## config.mk

```make
export PLATFORM = sky130hd
export DESIGN_NAME = iob_soc_opencryptolinux_iob_arbiter
export DESIGN_NICKNAME = d
export VERILOG_FILES = /design/src/rtl/iob_soc_opencryptolinux_iob_arbiter_pkg.sv /design/src/rtl/iob_soc_opencryptolinux_arb_id_fifo.sv /design/src/rtl/iob_soc_opencryptolinux_iob_arbiter.sv
export SDC_FILE = /design/constraint.sdc
export NUM_CORES = 1
export LEC_CHECK = 0
export ABC_AREA = 1
export BUFFER_PORTS_ARGS = -buffer_cell sky130_fd_sc_hd__buf_2
export CAP_MARGIN = 20
export CORE_AREA = 3 3 107 109
export CTS_BUF_LIST = sky130_fd_sc_hd__clkbuf_8
export CTS_CLUSTER_SIZE = 25
export DETAILED_ROUTE_END_ITERATION = 16
export DIE_AREA = 0 0 110 112
export GPL_TIMING_DRIVEN = 0
export MAX_ROUTING_LAYER = met4
export PLACE_DENSITY = 0.56
export SLEW_MARGIN = 10
export SYNTH_ARGS = -nofsm -noshare
export SYNTH_HDL_FRONTEND = slang
export SYNTH_SLANG_ARGS = --single-unit
```

## constraint.sdc

```tcl
create_clock -name clk_i -period 6.55 [get_ports clk_i]
set_clock_uncertainty 0.2 [all_clocks]
set_input_delay 0 -clock clk_i [delete_from_list [all_inputs] [get_ports clk_i]]
set_output_delay 0 -clock clk_i [all_outputs]
set_load 0.05 [all_outputs]
```

## src/rtl/iob_soc_opencryptolinux_iob_arbiter_pkg.sv

```systemverilog
// Shared types and width helpers for the IOb round-robin arbiter.
//   arb_state_t : grant state (FREE = combinational search, LOCKED = hold grant)
//   id_width    : bits needed to name a master, never below 1
//   ptr_width   : bits needed to index the outstanding-read queue
package iob_soc_opencryptolinux_iob_arbiter_pkg;

    typedef enum logic {
        ARB_FREE   = 1'b0,
        ARB_LOCKED = 1'b1
    } arb_state_t;

    function automatic int id_width(input int n_masters);
        return (n_masters <= 2) ? 1 : $clog2(n_masters);
    endfunction

    function automatic int ptr_width(input int depth);
        return $clog2(depth);
    endfunction

endpackage

```

## src/rtl/iob_soc_opencryptolinux_arb_id_fifo.sv

```systemverilog
// Register-based synchronous FIFO holding the master IDs of outstanding reads.
//   clk_i/cke_i/arst_i : clock, clock enable, async active-high reset
//   push_i/din_i       : enqueue an ID (ignored when full)
//   pop_i              : dequeue the head (ignored when empty)
//   head_o             : oldest queued ID
//   full_o/empty_o     : occupancy flags
import iob_soc_opencryptolinux_iob_arbiter_pkg::*;

module iob_soc_opencryptolinux_arb_id_fifo #(
    parameter int W     = 1,
    parameter int DEPTH = 4
) (
    input  logic         clk_i,
    input  logic         cke_i,
    input  logic         arst_i,
    input  logic         push_i,
    input  logic [W-1:0] din_i,
    input  logic         pop_i,
    output logic [W-1:0] head_o,
    output logic         full_o,
    output logic         empty_o
);
    localparam int PTR_W = ptr_width(DEPTH);

    logic [DEPTH-1:0][W-1:0] mem_q;
    logic [PTR_W-1:0]        wptr_q, rptr_q;
    logic [PTR_W:0]          cnt_q;
    logic                    do_push, do_pop;

    assign full_o  = (cnt_q == (PTR_W+1)'(DEPTH));
    assign empty_o = (cnt_q == '0);
    assign head_o  = mem_q[rptr_q];
    assign do_push = push_i && !full_o;
    assign do_pop  = pop_i && !empty_o;

    // DEPTH is a power of two, so the pointers wrap naturally.
    always_ff @(posedge clk_i or posedge arst_i) begin
        if (arst_i) begin
            mem_q  <= '0;
            wptr_q <= '0;
            rptr_q <= '0;
            cnt_q  <= '0;
        end else if (cke_i) begin
            if (do_push) begin
                mem_q[wptr_q] <= din_i;
                wptr_q        <= wptr_q + 1'b1;
            end
            if (do_pop) rptr_q <= rptr_q + 1'b1;
            case ({do_push, do_pop})
                2'b10:   cnt_q <= cnt_q + 1'b1;
                2'b01:   cnt_q <= cnt_q - 1'b1;
                default: cnt_q <= cnt_q;
            endcase
        end
    end

endmodule

```

## src/rtl/iob_soc_opencryptolinux_iob_arbiter.sv

```systemverilog
// Round-robin arbiter sharing one IOb slave port among N_MASTERS IOb masters.
// Outstanding read IDs are queued in order so each rvalid returns to its issuer.
//   clk_i/cke_i/arst_i       : clock, clock enable, async active-high reset
//   m_avalid_i/m_addr_i/...  : packed master request buses (master k at slice k)
//   m_ready_o                : per-master accept, one-hot or zero
//   m_rvalid_o/m_rdata_o     : per-master read valid, broadcast read data
//   s_*                      : slave request/response port
//   err_o                    : sticky, response seen with no read outstanding
import iob_soc_opencryptolinux_iob_arbiter_pkg::*;

module iob_soc_opencryptolinux_iob_arbiter #(
    parameter int N_MASTERS = 2,
    parameter int ADDR_W    = 32,
    parameter int DATA_W    = 32,
    parameter int MAX_OUT   = 4
) (
    input  logic                            clk_i,
    input  logic                            cke_i,
    input  logic                            arst_i,
    input  logic [N_MASTERS-1:0]            m_avalid_i,
    input  logic [N_MASTERS*ADDR_W-1:0]     m_addr_i,
    input  logic [N_MASTERS*DATA_W-1:0]     m_wdata_i,
    input  logic [N_MASTERS*DATA_W/8-1:0]   m_wstrb_i,
    output logic [N_MASTERS-1:0]            m_ready_o,
    output logic [N_MASTERS-1:0]            m_rvalid_o,
    output logic [DATA_W-1:0]               m_rdata_o,
    output logic                            s_avalid_o,
    output logic [ADDR_W-1:0]               s_addr_o,
    output logic [DATA_W-1:0]               s_wdata_o,
    output logic [DATA_W/8-1:0]             s_wstrb_o,
    input  logic                            s_ready_i,
    input  logic                            s_rvalid_i,
    input  logic [DATA_W-1:0]               s_rdata_i,
    output logic                            err_o
);
    localparam int ID_W   = id_width(N_MASTERS);
    localparam int STRB_W = DATA_W / 8;

    arb_state_t      state_q, state_d;
    logic [ID_W-1:0] lock_q, lock_d;
    logic [ID_W-1:0] rr_q, rr_d;
    logic            err_q, err_d;

    logic [ID_W-1:0] rr_gnt, gnt, head;
    logic            rr_vld, gnt_req, is_rd, blocked, accept;
    logic            fifo_full, fifo_empty, push, pop;

    // First requester at or above rr_q, wrapping modulo N_MASTERS.
    always_comb begin
        logic [ID_W:0] idx;
        rr_vld = 1'b0;
        rr_gnt = rr_q;
        for (int i = 0; i < N_MASTERS; i++) begin
            idx = (ID_W+1)'(rr_q) + (ID_W+1)'(i);
            if (idx >= (ID_W+1)'(N_MASTERS)) idx = idx - (ID_W+1)'(N_MASTERS);
            if (!rr_vld && m_avalid_i[idx[ID_W-1:0]]) begin
                rr_vld = 1'b1;
                rr_gnt = idx[ID_W-1:0];
            end
        end
    end

    assign gnt     = (state_q == ARB_LOCKED) ? lock_q : rr_gnt;
    assign gnt_req = (state_q == ARB_LOCKED) ? m_avalid_i[lock_q] : rr_vld;

    assign s_addr_o  = m_addr_i[gnt*ADDR_W +: ADDR_W];
    assign s_wdata_o = m_wdata_i[gnt*DATA_W +: DATA_W];
    assign s_wstrb_o = m_wstrb_i[gnt*STRB_W +: STRB_W];

    // Blocking uses only the registered full flag, so a same-cycle response
    // never reaches s_avalid_o combinationally.
    assign is_rd      = ~|s_wstrb_o;
    assign blocked    = is_rd && fifo_full;
    assign s_avalid_o = gnt_req && !blocked;
    assign accept     = s_avalid_o && s_ready_i;

    assign push      = accept && is_rd;
    assign pop       = s_rvalid_i && !fifo_empty;
    assign m_rdata_o = s_rdata_i;
    assign err_o     = err_q;

    always_comb begin
        for (int k = 0; k < N_MASTERS; k++) begin
            m_ready_o[k]  = accept && (gnt == ID_W'(k));
            m_rvalid_o[k] = pop && (head == ID_W'(k));
        end
    end

    // Any presented-but-unaccepted request (slave stall or queue-full block)
    // pins the grant; a master that drops avalid releases the lock.
    always_comb begin
        state_d = ARB_FREE;
        lock_d  = lock_q;
        rr_d    = rr_q;
        err_d   = err_q | (s_rvalid_i && fifo_empty);
        if (gnt_req && !accept) begin
            state_d = ARB_LOCKED;
            lock_d  = gnt;
        end
        if (accept) rr_d = (gnt == ID_W'(N_MASTERS-1)) ? '0 : gnt + 1'b1;
    end

    always_ff @(posedge clk_i or posedge arst_i) begin
        if (arst_i) begin
            state_q <= ARB_FREE;
            lock_q  <= '0;
            rr_q    <= '0;
            err_q   <= 1'b0;
        end else if (cke_i) begin
            state_q <= state_d;
            lock_q  <= lock_d;
            rr_q    <= rr_d;
            err_q   <= err_d;
        end
    end

    iob_soc_opencryptolinux_arb_id_fifo #(
        .W     (ID_W),
        .DEPTH (MAX_OUT)
    ) u_id_fifo (
        .clk_i   (clk_i),
        .cke_i   (cke_i),
        .arst_i  (arst_i),
        .push_i  (push),
        .din_i   (gnt),
        .pop_i   (pop),
        .head_o  (head),
        .full_o  (fifo_full),
        .empty_o (fifo_empty)
    );

endmodule

```

==> out/metrics.yaml <==
clocking:
  clockBufferDepth: 2
  cts.sinks: 15
  cts_buffers: 3
  clk_latency_ns: 0.25
  clkTransAtPathRegs_ns: 0.07
  cts_tree: "yes"
  cts_max_level: 1
  cts_resized: 0
  clk_root_buffer_cell: "clkbuf_8"
layout:
  syn2layout_area_growth_pct: 73.85
  drive_gt1_frac: 0.4778
  layout_commonest_cell: "buf_2"
  antenna_cells: 0
  stdcell_area_um2: 3561
  layout_common_cells: "254 x buf_2, 230 x nand2_1, 32 x buf_4"
  nets: 814
floorplan:
  ios: 281
  start_util: 0.1915
  die_h_um: 112
  fp-row-count: 38
  coreArea_um2: 10700
  die-area_um2: 12320
  die_w_um: 110
global_routing:
  first_global_vias: 2937
  grt_max_degree: 16
  grt_pass1_wl_um: 14320
  antenna_found_initial: 0
  grt-ovfl-total: 0
  track_usage: 0.1486
synthesis:
  yosys.area.top_type_share: 0.4215
  synthCells: 375
  synth_fp_nets: 556
  yosysTopAreaCell: "nand2_1"
  synth_area_per_cell_um2: 5.462
  ys_ff_latch: 15
  yosysWarningCount: 0
  ys_types: 27
  ys_top_cells_by_area: "nand2_1 42%, dfrtp_1 18%, buf_4 12%"
  synthesis.area_um2: 2048
  yosysSeqAreaShare: 0.1833
sta:
  slew_viol_final: 0
  rsz0062_at_grt: "no"
  post-route-period-util: 0.4016
  fmax_mhz: 380.1
  setup_viol: 0
  fin_setup_tns_ns: 0
  period_needed_ns: 2.631
  slew_headroom: 0.6142
  worst_slew_pin_slew_ns: 0.5781
  finalHoldViolCount: 0
worst_setup_path:
  critPathMostFrequentCell: "nand2_2"
  worstPathCellList: "nand2_1 -> nand2_4 -> buf_6 -> nand2_2 -> nand2_2 -> nand2_2 -> nor2_4 -> nand4_4 -> ha_1 -> inv_1 -> fa_1 -> or2_2 -> nand3_1 -> xor2_1"
  crit_path_start_kind: "flop"
  path_buf_inv: 2
  arrival_ns: 2.61
  worstSetupPathType: "reg -> reg"
  critical-path-slowest-cell: "dfrtp_1"
  cp_top_family: "simple AND/OR/NAND/NOR gates"
  cp_max_fo: 10
  critPathMaxStageDelay_ns: 0.40
  endpoint_kind: "flop"
  critPathRequiredTime_ns: 6.53
power_and_ir_drop:
  p_leak_uw: 0.002358
  ir_worst_vdd_mv: 0.1716
  powerDensity_nw_per_um2: 426.2
route:
  drt_iter0_drc: 220
  wl_per_cell_um: 12.87
  num_vias: 3101
  drtAntennaViolNets: 0
  wirelength_um: 9937
  dr.pass1.iters: 4
  drc: 0
  vias_per_cell: 4.017
job:
  maxCapViolations: 0
min_path:
  hold_path_class: "in -> out"
place:
  placed_area_um2: 3465
  hpwl_um: 8652
  place_congestion: 0.7357
  io_buffers: 248
run_status:
  outcome: "finished, final reports clean"
-- final timing paths --
kind / start / endpoint / slack, ns / depth (start not counted)
max: state_q$_DFFE_PP0P_ / u_id_fifo.cnt_q[2]$_DFFE_PP0P_ / 3.92 / 14
min: s_rdata_i[21] / m_rdata_o[21] / 0.10 / 2
max reg2reg: state_q$_DFFE_PP0P_ / u_id_fifo.cnt_q[2]$_DFFE_PP0P_ / 3.92 / 14
min reg2reg: err_o$_DFFE_PP0P_ / err_o$_DFFE_PP0P_ / 0.28 / 1
max in group asynchronous: arst_i / u_id_fifo.mem_q[3]$_DFFE_PP0P_ / 5.62 / 3
min in group asynchronous: arst_i / u_id_fifo.cnt_q[0]$_DFFE_PP0P_ / 0.14 / 3
-- stage by stage --
stage	std cells	setup WS, ns	utilization	power, uW	hold WS [ns]
3_5_place_dp	763	3.922	0.3239	1449	-0.1006
5_1_grt	772	3.707	0.3329	1626	0.1069
6_report	772	3.919	0.3329	1518	0.1023
3_3_place_gp	763	3.960	0.3239	1437	-0.1081
4_1_cts	772	3.906	0.3329	1534	0.1029
2_1_floorplan	375	4.170	-	1126	-0.2985
-- logic make-up (layout without fill, tap and decap cells) --
group                    count (synthesis)  after routing  synth area share
XOR/XNOR                                 3              3           0.01283
buffers and inverters                   77            334            0.2107
AO/OA/AOI/OAI                           11             11           0.03237
flip-flops                              15             15            0.1833
AND/OR/NAND/NOR                        263            263            0.5205
adder cells (fa/ha/maj)                  6              6           0.04032
-- Yosys cell counts, drive strengths merged --
library cell	count
nand3	9
nand3b	3
xor2	3
dfrtp	15
nor2	12
clkbuf	8
nand4	2
o21ai	4
o22ai	1
a32oi	1
o21bai	1
nor3	1
nand2	235
a21oi	4
buf	40
fa	1
or2	1
inv	29
ha	5
-- sequential cells by signal, summed over array words and instances, names as in the netlist --
name,cells
u_id_fifo.rptr_q,2
u_id_fifo.mem_q,4
rr_q,1
u_id_fifo.wptr_q,2
u_id_fifo.cnt_q,3
state_q,1
err_o,1
lock_q,1
-- power by group --
part / switching, uW / total [uW] / internal [uW] / leakage [uW]
Sequential: 26.0 / 153 / 127 / 0.000183
Combinational: 994 / 1290 / 293 / 0.00215
Clock: 35.9 / 78.1 / 42.2 / 0.0000255
-- routing by layer --
layer | wire [um] | track usage
met5 | 0 | -
met4 | 93 | 0.01746
met3 | 1015 | 0.03014
met2 | 5132 | 0.2763
met1 | 3696 | 0.1651
-- repair_timing --
item / CTS / global route
hold buffers: 5 / 0
endpoints found under the hold margin: 20 / 0
buffers inserted: 0 / 0
-- final cells by class --
cell class / count / area [um2]
fillers: 1237 / 7137
clock inverters: 1 / 5.005
well taps: 140 / 175.2
plain buffers: 48 / 322.8
flip-flops and latches: 15 / 375.4
inverters: 29 / 108.9
multi-input cells: 283 / 1241
clock buffers: 3 / 41.29
repair buffers: 253 / 1291
(Power assumes the default switching activity.)
